### src/rtl/mem_port_arbiter_if.sv
// Bundle of CPU-side request/response and RAM-side signals around the memory port arbiter.
// The arbiter uses the slave modport; the CPU core/RAM environment uses master.
interface mem_port_arbiter_if #(
  parameter int unsigned ADDR_W = 12,
  parameter int unsigned DATA_W = 32
);
  logic              if_req;
  logic [ADDR_W-1:0] if_addr;
  logic [DATA_W-1:0] if_rdata;
  logic              if_valid;
  logic              d_rd;
  logic              d_wr;
  logic [ADDR_W-1:0] d_addr;
  logic [DATA_W-1:0] d_wdata;
  logic [DATA_W-1:0] d_rdata;
  logic              d_valid;
  logic              mem_en;
  logic              mem_we;
  logic [ADDR_W-1:0] mem_addr;
  logic [DATA_W-1:0] mem_wdata;
  logic [DATA_W-1:0] mem_rdata;
  logic              busy;
  logic              proto_err;

  modport slave (
    input  if_req, if_addr, d_rd, d_wr, d_addr, d_wdata, mem_rdata,
    output if_rdata, if_valid, d_rdata, d_valid,
           mem_en, mem_we, mem_addr, mem_wdata, busy, proto_err
  );

  modport master (
    output if_req, if_addr, d_rd, d_wr, d_addr, d_wdata, mem_rdata,
    input  if_rdata, if_valid, d_rdata, d_valid,
           mem_en, mem_we, mem_addr, mem_wdata, busy, proto_err
  );
endinterface

### src/rtl/mem_port_arbiter.sv
// Shares one single-port synchronous RAM between instruction fetch and load/store.
// Data has priority; a saturating starve counter forces fetch through after STARVE_LIMIT data grants.
module mem_port_arbiter #(
  parameter int unsigned ADDR_W       = 12,
  parameter int unsigned DATA_W       = 32,
  parameter int unsigned STARVE_LIMIT = 4
) (
  input  logic               clk,
  input  logic               reset,
  mem_port_arbiter_if.slave  bus
);

  localparam int unsigned          CNT_W = 4;
  localparam logic [CNT_W-1:0]     LIMIT = CNT_W'(STARVE_LIMIT);

  typedef enum logic [1:0] {
    IDLE  = 2'd0,
    ISSUE = 2'd1,
    WAIT  = 2'd2,
    DONE  = 2'd3
  } state_t;

  state_t              state_q, state_d;
  logic                data_own_q, data_own_d;
  logic                wr_op_q, wr_op_d;
  logic [CNT_W-1:0]    starve_q, starve_d;
  logic                proto_q, proto_d;
  logic                mem_en_q, mem_en_d;
  logic                mem_we_q, mem_we_d;
  logic [ADDR_W-1:0]   mem_addr_q, mem_addr_d;
  logic [DATA_W-1:0]   mem_wdata_q, mem_wdata_d;
  logic [DATA_W-1:0]   if_rdata_q, if_rdata_d;
  logic [DATA_W-1:0]   d_rdata_q, d_rdata_d;
  logic                if_valid_q, if_valid_d;
  logic                d_valid_q, d_valid_d;
  logic                busy_q, busy_d;

  logic                starved;
  logic                gnt_d;
  logic                gnt_f;

  // Grant selection, only acted on in IDLE
  always_comb begin
    starved = bus.if_req && (starve_q == LIMIT);
    gnt_d   = !starved && (bus.d_rd || bus.d_wr);
    gnt_f   = bus.if_req && !gnt_d;
  end

  // State and output registers
  always_ff @(posedge clk) begin
    if (reset) begin
      state_q     <= IDLE;
      data_own_q  <= 1'b0;
      wr_op_q     <= 1'b0;
      starve_q    <= '0;
      proto_q     <= 1'b0;
      mem_en_q    <= 1'b0;
      mem_we_q    <= 1'b0;
      mem_addr_q  <= '0;
      mem_wdata_q <= '0;
      if_rdata_q  <= '0;
      d_rdata_q   <= '0;
      if_valid_q  <= 1'b0;
      d_valid_q   <= 1'b0;
      busy_q      <= 1'b0;
    end else begin
      state_q     <= state_d;
      data_own_q  <= data_own_d;
      wr_op_q     <= wr_op_d;
      starve_q    <= starve_d;
      proto_q     <= proto_d;
      mem_en_q    <= mem_en_d;
      mem_we_q    <= mem_we_d;
      mem_addr_q  <= mem_addr_d;
      mem_wdata_q <= mem_wdata_d;
      if_rdata_q  <= if_rdata_d;
      d_rdata_q   <= d_rdata_d;
      if_valid_q  <= if_valid_d;
      d_valid_q   <= d_valid_d;
      busy_q      <= busy_d;
    end
  end

  // Next-state logic
  always_comb begin
    state_d = state_q;
    case (state_q)
      IDLE:    if (gnt_d || gnt_f) state_d = ISSUE;
      ISSUE:   state_d = wr_op_q ? DONE : WAIT;
      WAIT:    state_d = DONE;
      DONE:    state_d = IDLE;
      default: state_d = IDLE;
    endcase
  end

  // Next values of the registered outputs and bookkeeping
  always_comb begin
    data_own_d  = data_own_q;
    wr_op_d     = wr_op_q;
    starve_d    = starve_q;
    proto_d     = proto_q;
    mem_en_d    = 1'b0;
    mem_we_d    = 1'b0;
    mem_addr_d  = mem_addr_q;
    mem_wdata_d = mem_wdata_q;
    if_rdata_d  = if_rdata_q;
    d_rdata_d   = d_rdata_q;
    if_valid_d  = 1'b0;
    d_valid_d   = 1'b0;
    busy_d      = (state_d != IDLE);

    case (state_q)
      IDLE: begin
        if (!bus.if_req || gnt_f) begin
          starve_d = '0;
        end else if (starve_q != LIMIT) begin
          starve_d = starve_q + CNT_W'(1);
        end
        if (gnt_d || gnt_f) begin
          mem_en_d   = 1'b1;
          mem_we_d   = gnt_d && bus.d_wr;
          mem_addr_d = gnt_d ? bus.d_addr : bus.if_addr;
          data_own_d = gnt_d;
          wr_op_d    = gnt_d && bus.d_wr;
          if (gnt_d) mem_wdata_d = bus.d_wdata;
          if (gnt_d && bus.d_rd && bus.d_wr) proto_d = 1'b1;
        end
      end
      ISSUE: begin
        if (wr_op_q) d_valid_d = 1'b1;
      end
      WAIT: begin
        if (data_own_q) begin
          d_rdata_d = bus.mem_rdata;
          d_valid_d = 1'b1;
        end else begin
          if_rdata_d = bus.mem_rdata;
          if_valid_d = 1'b1;
        end
      end
      default: ;
    endcase
  end

  assign bus.mem_en    = mem_en_q;
  assign bus.mem_we    = mem_we_q;
  assign bus.mem_addr  = mem_addr_q;
  assign bus.mem_wdata = mem_wdata_q;
  assign bus.if_rdata  = if_rdata_q;
  assign bus.if_valid  = if_valid_q;
  assign bus.d_rdata   = d_rdata_q;
  assign bus.d_valid   = d_valid_q;
  assign bus.busy      = busy_q;
  assign bus.proto_err = proto_q;

endmodule

### src/flat_wrapper.sv
// flat-port wrapper written by rule: the top's interface ports become plain ports
module mem_port_arbiter_flat 
#(
  parameter int unsigned ADDR_W       = 12,
  parameter int unsigned DATA_W       = 32,
  parameter int unsigned STARVE_LIMIT = 4
)
  (clk, reset, bus_if_req, bus_if_addr, bus_d_rd, bus_d_wr, bus_d_addr, bus_d_wdata, bus_mem_rdata, bus_if_rdata, bus_if_valid, bus_d_rdata, bus_d_valid, bus_mem_en, bus_mem_we, bus_mem_addr, bus_mem_wdata, bus_busy, bus_proto_err);
  mem_port_arbiter_if #(.ADDR_W(ADDR_W), .DATA_W(DATA_W)) bus_i ();
  input  logic clk;
  input  logic reset;
  input wire logic [$bits(bus_i.if_req)-1:0] bus_if_req;
  input wire logic [$bits(bus_i.if_addr)-1:0] bus_if_addr;
  input wire logic [$bits(bus_i.d_rd)-1:0] bus_d_rd;
  input wire logic [$bits(bus_i.d_wr)-1:0] bus_d_wr;
  input wire logic [$bits(bus_i.d_addr)-1:0] bus_d_addr;
  input wire logic [$bits(bus_i.d_wdata)-1:0] bus_d_wdata;
  input wire logic [$bits(bus_i.mem_rdata)-1:0] bus_mem_rdata;
  output wire logic [$bits(bus_i.if_rdata)-1:0] bus_if_rdata;
  output wire logic [$bits(bus_i.if_valid)-1:0] bus_if_valid;
  output wire logic [$bits(bus_i.d_rdata)-1:0] bus_d_rdata;
  output wire logic [$bits(bus_i.d_valid)-1:0] bus_d_valid;
  output wire logic [$bits(bus_i.mem_en)-1:0] bus_mem_en;
  output wire logic [$bits(bus_i.mem_we)-1:0] bus_mem_we;
  output wire logic [$bits(bus_i.mem_addr)-1:0] bus_mem_addr;
  output wire logic [$bits(bus_i.mem_wdata)-1:0] bus_mem_wdata;
  output wire logic [$bits(bus_i.busy)-1:0] bus_busy;
  output wire logic [$bits(bus_i.proto_err)-1:0] bus_proto_err;
  assign bus_i.if_req = bus_if_req;
  assign bus_i.if_addr = bus_if_addr;
  assign bus_i.d_rd = bus_d_rd;
  assign bus_i.d_wr = bus_d_wr;
  assign bus_i.d_addr = bus_d_addr;
  assign bus_i.d_wdata = bus_d_wdata;
  assign bus_i.mem_rdata = bus_mem_rdata;
  assign bus_if_rdata = bus_i.if_rdata;
  assign bus_if_valid = bus_i.if_valid;
  assign bus_d_rdata = bus_i.d_rdata;
  assign bus_d_valid = bus_i.d_valid;
  assign bus_mem_en = bus_i.mem_en;
  assign bus_mem_we = bus_i.mem_we;
  assign bus_mem_addr = bus_i.mem_addr;
  assign bus_mem_wdata = bus_i.mem_wdata;
  assign bus_busy = bus_i.busy;
  assign bus_proto_err = bus_i.proto_err;
  mem_port_arbiter #(.ADDR_W(ADDR_W), .DATA_W(DATA_W), .STARVE_LIMIT(STARVE_LIMIT)) u_core (.clk(clk), .reset(reset), .bus(bus_i));
endmodule
### config.mk
export PLATFORM = sky130hd
export DESIGN_NAME = mem_port_arbiter_flat
export DESIGN_NICKNAME = d
export VERILOG_FILES = /design/src/rtl/mem_port_arbiter_if.sv /design/src/rtl/mem_port_arbiter.sv /design/src/flat_wrapper.sv
export SDC_FILE = /design/constraint.sdc
export NUM_CORES = 1
export LEC_CHECK = 0
export ABC_AREA = 1
export CORE_ASPECT_RATIO = 1.2
export CORE_MARGIN = 3
export CORE_UTILIZATION = 40
export CTS_BUF_LIST = sky130_fd_sc_hd__clkbuf_16
export CTS_CLUSTER_DIAMETER = 50
export DETAILED_ROUTE_END_ITERATION = 6
export PLACE_DENSITY = 0.75
export SYNTH_ARGS = -nofsm -noshare
export SYNTH_HDL_FRONTEND = slang
export SYNTH_SLANG_ARGS = --single-unit
### constraint.sdc
create_clock -name clk -period 1.7 [get_ports clk]
set_input_delay 0.17 -clock clk [delete_from_list [all_inputs] [get_ports clk]]
set_output_delay 0.17 -clock clk [all_outputs]
set_load 0.01 [all_outputs]
==> impl_metrics.env <==
export IMPL_cp_required_ps=1960
export IMPL_area_growth_from_synthesis_to_layout_pct=58.1
export IMPL_nFillCells=1006
export IMPL_detailedPlacementHpwl_um=9560
export IMPL_holdWs_ps=203
export IMPL_syn_cell_area_um2=4760
export IMPL_layout_cell_share_with_drive_strength_beyond_1_pct=6.56
export IMPL_placed_cells=947
export IMPL_cp_max_fo=19
export IMPL_vias_post_dr=4834
export IMPL_drt_wirelength_per_cell_um=14.3
export IMPL_root_buffer="clkbuf_16"
export IMPL_syn_instance_count=615
export IMPL_grt_first_pass_wirelength_um=22500
export IMPL_routed_via_density=4.93
export IMPL_routabilityCongestion=0.843
export IMPL_finalWirelength_um=14000
export IMPL_max_slew_margin_pct=66.6
export IMPL_finish_cell_count_without_fillers=980
export IMPL_cp_arrival_ps=1820
export IMPL_gr_total_overflow=0
export IMPL_fmax_mhz=642
export IMPL_num_nets_final=909
export IMPL_grt_setup_unrepaired="false"
export IMPL_power_per_cell_area_nw_per_um2=1540
export IMPL_io_pins=207
export IMPL_post_route_util_pct=64.8
export IMPL_final_max_slew_violation_count=0
export IMPL_clk_pin_slew_worst_paths_ps=60
export IMPL_cts_path_max_buffers=2
export IMPL_postSynthRegisterBits=122
export IMPL_hold_path_class="primary input to register"
export IMPL_placedInstanceArea_um2=6890
export IMPL_crit_path_start_kind="register"
export IMPL_die_width_um=106
export IMPL_status="completed"
export IMPL_cts_made_buffers=17
export IMPL_postRouteAntennaNets=0
export IMPL_cts_setup_buffers=0
export IMPL_totalPowerFinal_mw=11.6
export IMPL_maximum_vdd_ir_drop_v=0.000812
export IMPL_synth_warning_count=0
export IMPL_tightestPinTransition_ps=501
export IMPL_num_antenna_cells=0
export IMPL_cts_tree="done"
export IMPL_die_area_um2=13300
export IMPL_insertion_delay_ps=410
export IMPL_maxCapViolations=0
export IMPL_timing_setup_critical_path_class="register to register"
export IMPL_register_area_um2=2440
export IMPL_cts_htree_levels=4
export IMPL_synthesis_nets=714
export IMPL_antenna_found_initial=0
export IMPL_post_route_drc_count=0
export IMPL_yosys_cell_types_count=21
export IMPL_start_util_pct=41.0
export IMPL_buffer_ports_inserted=206
export IMPL_num_rows=43
export IMPL_synth_yosys_seq_area_share_pct=51.3
export IMPL_timing_clock_skew_ps=8.30
export IMPL_die_h_um=126
export IMPL_multi_input_area_um2=1900
export IMPL_final_hold_viol_count=0
export IMPL_final_cell_area_um2=7530
export IMPL_drt_pre_antenna_iters=5
export IMPL_post_cts_hold_buffer_count=0
export IMPL_placeableCoreArea_um2=11600
export IMPL_worst_setup_path_end_kind="register"
export IMPL_period_needed_ps=1560
export IMPL_grt_start_max_net_pins=65
export IMPL_groute_usage_overall_pct=20.7
export IMPL_setup_viol=0
export IMPL_postSynthAreaPerCell_um2=7.74
export IMPL_first_drt_iteration_drcs=194
export IMPL_grt_pass1_vias=4748
export IMPL_clkSinkCount=122
export IMPL_static_leakage_power_nw=3.09
export IMPL_part_of_the_cycle_the_worst_path_needs_pct=91.6
[placed cells by master, fill, tap and decap left out]
master / synthesis / routed
clkinvlp_4: 0 / 2
nor3_1: 1 / 1
nand2_2: 3 / 2
nand4_1: 34 / 34
buf_4: 5 / 8
nand2_1: 74 / 74
bufinv_16: 0 / 4
nand2_4: 1 / 2
clkbuf_16: 0 / 17
nor2_2: 0 / 1
inv_1: 40 / 43
buf_2: 17 / 1
clkinv_2: 0 / 1
nand3_4: 1 / 2
clkdlybuf4s50_1: 0 / 205
nand3b_1: 1 / 1
clkinv_1: 0 / 2
ha_1: 6 / 6
a21oi_1: 48 / 48
inv_2: 5 / 5
clkinv_4: 0 / 3
buf_6: 9 / 1
buf_12: 0 / 4
nor2_4: 1 / 1
nor2_1: 136 / 135
dfxtp_1: 122 / 122
o21ai_0: 65 / 65
nand3_1: 33 / 33
[logic make-up after synthesis]
family	share of synthesized area [%]
simple gates	26.0
flops	51.3
fa+ha+maj	1.58
buf+inv	9.27
compound gates	11.9
[critical path: stages (launching register included)]
cell and delay (ps):
dfxtp_1 350, inv_1 70, ha_1 190, nand2_1 70, inv_2 50, nand2_4 220, nand3_4 240, nand2_1 140
a21oi_1 70
[path summary, 6_finish.rpt]
| check | from | end | slack [ps] | cells past startpoint |
|---|---|---|---|---|
| setup / recovery | u_core.starve_q[0]$_SDFFE_PP0P_ | u_core.bus.mem_wdata[28]$_SDFFE_PP0P_ | 140 | 8 |
| hold / removal | reset | u_core.bus.proto_err$_SDFFE_PP0P_ | 200 | 4 |
| setup reg to reg | u_core.starve_q[0]$_SDFFE_PP0P_ | u_core.bus.mem_wdata[28]$_SDFFE_PP0P_ | 140 | 8 |
| hold reg to reg | u_core.bus.proto_err$_SDFFE_PP0P_ | u_core.bus.proto_err$_SDFFE_PP0P_ | 460 | 2 |
[stage by stage]
step / setup WS (ps) / setup TNS (ps)
after detailed placement: -42.0 / -356
after global placement: 25.5 / 0
after floorplan: 399 / 0
final: 143 / 0
after CTS: 20.2 / 0
after global routing: 33.9 / 0
[power by group]
group	switching, mW	leakage [nW]	internal [mW]	total [mW]
Sequential	0.361	0.998	3.57	3.93
Clock	1.27	0.302	2.43	3.70
Combinational	2.03	1.79	1.96	3.99
[sequential cells by signal, summed over array words and instances (netlist names)]
signal / count
u_core.bus.d_rdata: 32
u_core.bus.mem_we: 1
u_core.bus.mem_en: 1
u_core.wr_op_q: 1
u_core.bus.mem_wdata: 32
u_core.data_own_q: 1
u_core.bus.busy: 1
u_core.bus.mem_addr: 12
u_core.bus.d_valid: 1
u_core.bus.if_rdata: 32
u_core.state_q: 2
u_core.starve_q: 4
u_core.bus.if_valid: 1
u_core.bus.proto_err: 1
[cells in the mapped netlist]
master	n	area [µm²]
nor2_1	136	510
dfxtp_1	122	2440
nand2_1	74	278
o21ai_0	65	325
a21oi_1	48	240
inv_1	40	150
nand4_1	34	213
nand3_1	33	165
buf_2	17	85.1
clkbuf_1	12	45.0
buf_6	9	101
ha_1	6	75.1
buf_4	5	37.5
inv_2	5	18.8
nand2_2	3	18.8
buf_1	1	3.75
nand2_4	1	11.3
nand3_4	1	17.5
nand3b_1	1	7.51
nor2_4	1	11.3
nor3_1	1	5.00
[area by class of cell]
type                            instances  area share (%)
Sequential cell                       122            32.4
Tap cell                              157            2.61
Multi-Input combinational cell        405            25.3
Timing Repair Buffer                  219            29.3
Clock buffer                           17            5.65
Inverter                               45            2.24
Clock inverter                         15            2.46
[layer usage]
layer / up-vias / track usage (%) / share of wire, %
met4: 0 / 7.55 / 1.4
met1: 2198 / 24.2 / 40
met5: - / 0 / 0
li1: 2393 / - / -
met2: 226 / 33.4 / 47
met3: 17 / 9.65 / 11
[repair_timing]
| action | CTS | global route |
|---|---|---|
| setup endpoints to repair | 0 | 32 |
| resized for setup | 0 | 3 |
| hold endpoints to repair | 0 | 0 |
No activity file was read; power rests on OpenSTA's default activity.
